File: config.mk
export PLATFORM = sky130hd
export DESIGN_NAME = bist_engine
export DESIGN_NICKNAME = d
export VERILOG_FILES = /design/src/rtl/bist_engine.sv
export SDC_FILE = /design/constraint.sdc
export NUM_CORES = 1
export LEC_CHECK = 0
export ABC_CLOCK_PERIOD_IN_PS = 2300
export CAP_MARGIN = 40
export CORE_MARGIN = 4
export CORE_UTILIZATION = 32
export CTS_CLUSTER_SIZE = 28
export DETAILED_ROUTE_END_ITERATION = 12
export PLACE_DENSITY = 0.56
export SETUP_SLACK_MARGIN = 0.2
export SLEW_MARGIN = 20
export SYNTH_ARGS = -nofsm -noshare
export SYNTH_HDL_FRONTEND = slang
export SYNTH_SLANG_ARGS = --single-unit
export TNS_END_PERCENT = 20
File: constraint.sdc
create_clock -name clk -period 2.3 [get_ports clk]
set_clock_uncertainty 0.05 [all_clocks]
set_input_delay 0.345 -clock clk [delete_from_list [all_inputs] [get_ports clk]]
set_output_delay 0.345 -clock clk [all_outputs]
set_load 0.02 [all_outputs]
File: src/rtl/bist_engine.sv
// bist_engine: logic BIST controller. An LFSR drives stimulus into the core,
// and a 16-bit MISR compacts the core's registered response. The final
// signature is compared against a golden value.
module bist_engine #(
  parameter logic [15:0] NUM_PATTERNS = 16'd255,
  parameter logic [7:0]  LFSR_SEED    = 8'hA5,
  parameter logic [15:0] GOLDEN       = 16'h0000
) (
  input  logic        clk,
  input  logic        RESET_N,
  input  logic        START,
  input  logic        ABORT,
  input  logic [3:0]  Y,
  output logic [3:0]  X,
  output logic        SM_RESET,
  output logic        BIST_ACTIVE,
  output logic        BUSY,
  output logic        DONE,
  output logic        PASS,
  output logic [15:0] SIGNATURE
);

  // A pattern count of zero still runs one pattern. An all-zero seed would
  // lock the LFSR, so it is replaced with 1.
  localparam logic [15:0] N_EFF    = (NUM_PATTERNS == 16'd0) ? 16'd1 : NUM_PATTERNS;
  localparam logic [7:0]  SEED_EFF = (LFSR_SEED == 8'h00) ? 8'h01 : LFSR_SEED;

  typedef enum logic [2:0] {
    S_IDLE  = 3'd0,
    S_INIT  = 3'd1,
    S_RUN   = 3'd2,
    S_FLUSH = 3'd3,
    S_CMPL  = 3'd4
  } state_t;

  state_t      r_state;
  state_t      w_state_next;
  logic [7:0]  r_lfsr;
  logic [15:0] r_misr;
  logic [15:0] r_cnt;
  logic        r_done;
  logic        r_pass;
  logic        w_lfsr_fb;
  logic [15:0] w_misr_next;
  logic        w_last_pattern;

  assign w_lfsr_fb      = r_lfsr[7] ^ r_lfsr[5] ^ r_lfsr[4] ^ r_lfsr[3];
  assign w_misr_next    = {r_misr[14:0], 1'b0}
                        ^ (r_misr[15] ? 16'h1021 : 16'h0000)
                        ^ {12'h000, Y};
  // The counter holds the number of RUN cycles already completed, so the
  // last RUN cycle is the one in which it reads N-1.
  assign w_last_pattern = (r_cnt == (N_EFF - 16'd1));

  // State register
  always_ff @(posedge clk or negedge RESET_N) begin
    if (!RESET_N) begin
      r_state <= S_IDLE;
    end else begin
      r_state <= w_state_next;
    end
  end

  // Next-state logic; ABORT overrides START everywhere
  always_comb begin
    w_state_next = r_state;
    case (r_state)
      S_IDLE: begin
        if (START && !ABORT) begin
          w_state_next = S_INIT;
        end
      end
      S_INIT: begin
        w_state_next = ABORT ? S_IDLE : S_RUN;
      end
      S_RUN: begin
        if (ABORT) begin
          w_state_next = S_IDLE;
        end else if (w_last_pattern) begin
          w_state_next = S_FLUSH;
        end
      end
      S_FLUSH: begin
        w_state_next = ABORT ? S_IDLE : S_CMPL;
      end
      S_CMPL: begin
        if (ABORT) begin
          w_state_next = S_IDLE;
        end else if (START) begin
          w_state_next = S_INIT;
        end
      end
      default: begin
        w_state_next = S_IDLE;
      end
    endcase
  end

  // Decoded outputs from the current state
  always_comb begin
    X           = 4'h0;
    SM_RESET    = 1'b0;
    BIST_ACTIVE = 1'b0;
    BUSY        = 1'b0;
    case (r_state)
      S_INIT: begin
        SM_RESET    = 1'b1;
        BIST_ACTIVE = 1'b1;
        BUSY        = 1'b1;
      end
      S_RUN: begin
        X           = r_lfsr[3:0];
        BIST_ACTIVE = 1'b1;
        BUSY        = 1'b1;
      end
      S_FLUSH: begin
        BIST_ACTIVE = 1'b1;
        BUSY        = 1'b1;
      end
      default: begin
        X = 4'h0;
      end
    endcase
  end

  // Pattern generator, response compactor and pattern counter. The update
  // depends only on the current state, so an aborted cycle still compacts
  // its response and the partial signature reflects it.
  always_ff @(posedge clk or negedge RESET_N) begin
    if (!RESET_N) begin
      r_lfsr <= SEED_EFF;
      r_misr <= 16'h0000;
      r_cnt  <= 16'h0000;
    end else begin
      case (r_state)
        S_INIT: begin
          r_lfsr <= SEED_EFF;
          r_misr <= 16'h0000;
          r_cnt  <= 16'h0000;
        end
        S_RUN: begin
          r_lfsr <= {r_lfsr[6:0], w_lfsr_fb};
          r_misr <= w_misr_next;
          r_cnt  <= r_cnt + 16'd1;
        end
        S_FLUSH: begin
          r_misr <= w_misr_next;
        end
        default: begin
          r_misr <= r_misr;
        end
      endcase
    end
  end

  // Registered completion flags. Both are valid exactly while in CMPL.
  // PASS is judged on entry to CMPL against the final signature.
  always_ff @(posedge clk or negedge RESET_N) begin
    if (!RESET_N) begin
      r_done <= 1'b0;
      r_pass <= 1'b0;
    end else begin
      r_done <= (w_state_next == S_CMPL);
      if (w_state_next != S_CMPL) begin
        r_pass <= 1'b0;
      end else if (r_state == S_FLUSH) begin
        r_pass <= (w_misr_next == GOLDEN);
      end
    end
  end

  assign DONE      = r_done;
  assign PASS      = r_pass;
  assign SIGNATURE = r_misr;

endmodule

==> impl_metrics.toml <==
[route]
dr_total_vias = 1600
wire_per_inst_um = 15.4
drt_iter0_markers = 119
vias_per_cell = 5.28
ant_nets = 0
drc = 0
wirelength_mm = 4.66
drt_pass1_iterations = 4

[cells_and_area]
fillers = 598
drive_above_1_share_pct = 11.9
antennaDiodeCount = 0
final_cell_mix = "38 x dfrtp_1, 24 x clkdlybuf4s50_1, 17 x nand2_1"
syn_to_final_growth_pct = 25.2
nets = 235
final_util_pct = 41.7
layout_commonest_cell = "dfrtp_1"

[grt]
antenna_found_initial = 0
busiest_layer = "met1"
grt_pass1_vias = 1530
grtUsageMet2_pct = 17.2
grt_usage_pct = 12.1
grt_use_met3_pct = 2.25
grt_overflow = 0
grt_max_degree = 27
grt_use_met1_pct = 18.2
grt_pass1_wl_mm = 8.00

[floorplanning]
placementRows = 29
die_y_um = 89.7
die_w_um = 89.7
ios = 33
start_util_pct = 33.3
core_area_um2 = 6420
dieArea_um2 = 8050

[job]
maxCapViolCount = 0

[sta]
finalHoldViolCount = 0
finalSetupViolations = 0
final.setup.tns_ns = 0
finalCriticalPeriod_ns = 2.03
finalMaxSlewViolations = 0
final.period_utilization_pct = 88.1
rsz0062_at_grt = "false"
slew_headroom_pct = 56.3
fmax_mhz = 494
worstMarginPinSlew_ns = 0.653
holdWs_ns = 0.426

[worst_setup_path]
startpoint_type = "flop"
critPathMaxFanout = 9
r2r_cells = 4
path_class = "reg -> out"
r2r_slack_ns = 0.50
end_kind = "output port"
worstReg2RegStart = "SIGNATURE[15]"
reg2reg_to = "PASS"
arrival_ns = 1.63
cp.required_ns = 1.90

[synthesis]
syn_area_um2 = 2140
ys_ff_latch = 45
avgSynthCellArea_um2 = 11.1
ys_types = 42
netlist.area_leader.share_pct = 48.0
yosysSeqAreaShare_pct = 52.9
synth_largest_area_cell = "dfrtp_1"
synth_area_leaders = "dfrtp_1 48%, a22o_1 6.6%, dfstp_2 4.9%"
synth-async-reset-ratio_pct = 100
dominantRegCellSynth = "dfrtp_1"
syn_nets = 202
postSynthCellCount = 192
yosysWarnings = 0
synth_edf_count = 0

[clock_network]
clk_pin_slew_ns = 0.09
clock_latency_ns = 0.30
htree_levels = 2
clockBufferDepth = 2
cts-root-buf = "clkbuf_8"
numCtsBuffers = 5
cts_tree = "yes"
clock-sinks = 45

[power]
power_switching_share_pct = 28.4
power_frac_clock_pct = 31.9
p_int_w = 0.00158
finalPower_w = 0.00221
vdd_drop_max_mv = 0.575
power_leakage_nw = 1.28
p_per_area_nw_per_um2 = 826
seqPwrFrac_pct = 45.9
p_sw_w = 0.000627
pwr-share-comb_pct = 22.2

[placement]
post-dp-hpwl_mm = 3.27
numPortBuffers = 32
routabilityCongestion = 0.746

[status]
status = "finished clean"

[hold_path]
hold_end = "r_lfsr[1]"
min_path_type = "reg -> reg"
whs_path_depth = 1
holdCritStartpoint = "r_lfsr[1]"
## worst max path at each step
stage,to,slack (ns),from,cells past startpoint
after global routing,SM_RESET,0.21,r_state[2],3
after global placement,PASS,0.31,Y[0],5
final,SM_RESET,0.27,r_state[2],3
after detailed placement,PASS,0.26,Y[0],5
after floorplan,BUSY,0.27,r_state[0],7
after CTS,SM_RESET,0.25,r_state[2],3
## synth_stat cells, types with 4 or more instances
master    number
a21o_1         8
o21ai_0        7
nand4_1        8
nor2_1         4
nand3_1        4
dfrtp_1       41
nand2_1       17
a21oi_1        4
mux2i_1        6
clkbuf_1       8
xor2_1         6
xnor2_1        4
nor3_1         5
dfstp_2        4
and3_1         6
a22o_1        16
and2_1         7
## repair_timing
action,in CTS,in global routing
endpoints found under the setup margin,7,5
resized for setup,9,2
hold buffers,1,0
hold endpoints to repair,15,0
pin swaps,1,0
setup buffers,0,0
## through the flow
stage	cell area (µm²)	cells	setup WS, ns
after floorplan	2140	192	0.271
after global placement	2530	294	0.314
after detailed placement	2530	294	0.264
after CTS	2670	303	0.245
after global routing	2680	303	0.209
final	2680	303	0.274
## state kept, by name, indices dropped and copies added (netlist names)
name,count
r_state,3
PASS,1
r_lfsr,8
DONE,1
SIGNATURE,16
r_cnt,16
## cells by family after synthesis
kind of cell | after synthesis | share of synthesized area, %
muxes | 6 | 2.81
AOI/OAI and AO/OA | 47 | 17.2
xor gates and xnor gates | 10 | 4.10
and+or+nand+nor | 66 | 18.0
DFF | 45 | 52.9
buffers and inverters | 16 | 3.86
adders and majority gates | 2 | 1.17
## layer usage
metal / vias to the layer above / share of wire (%) / wire [µm]
li1: 771 / - / -
met5: - / 0 / 0
met1: 791 / 51 / 2370
met2: 34 / 45 / 2080
met3: 4 / 3.2 / 147
met4: 0 / 1.4 / 63
## worst max-delay path: stages (launching register included)
cell	delay (ns)
dfrtp_2	0.49
or3b_1	0.43
inv_2	0.09
dlygate4sd2_1	0.33
## power by group through the flow
stage	sequential (W)	clock, W	combinational (W)
global placement	0.00103	0	0.000496
CTS	0.00102	0.000725	0.000494
finish	0.00101	0.000706	0.000491
global route	0.00104	0.000760	0.000537
floorplan	0.00104	0	0.000293
detailed placement	0.00103	0	0.000498
## final cells by class
class,count,area [µm²],share of cell area (%)
clock buffer,5,68.8,2.57
clock inverter,3,65.1,2.43
inverter,4,15.0,0.561
multi-input combinational,131,931,34.8
sequential,45,1130,42.4
tap,77,96.3,3.60
timing repair buffer,38,367,13.7
No activity file was read; power rests on OpenSTA's default activity.
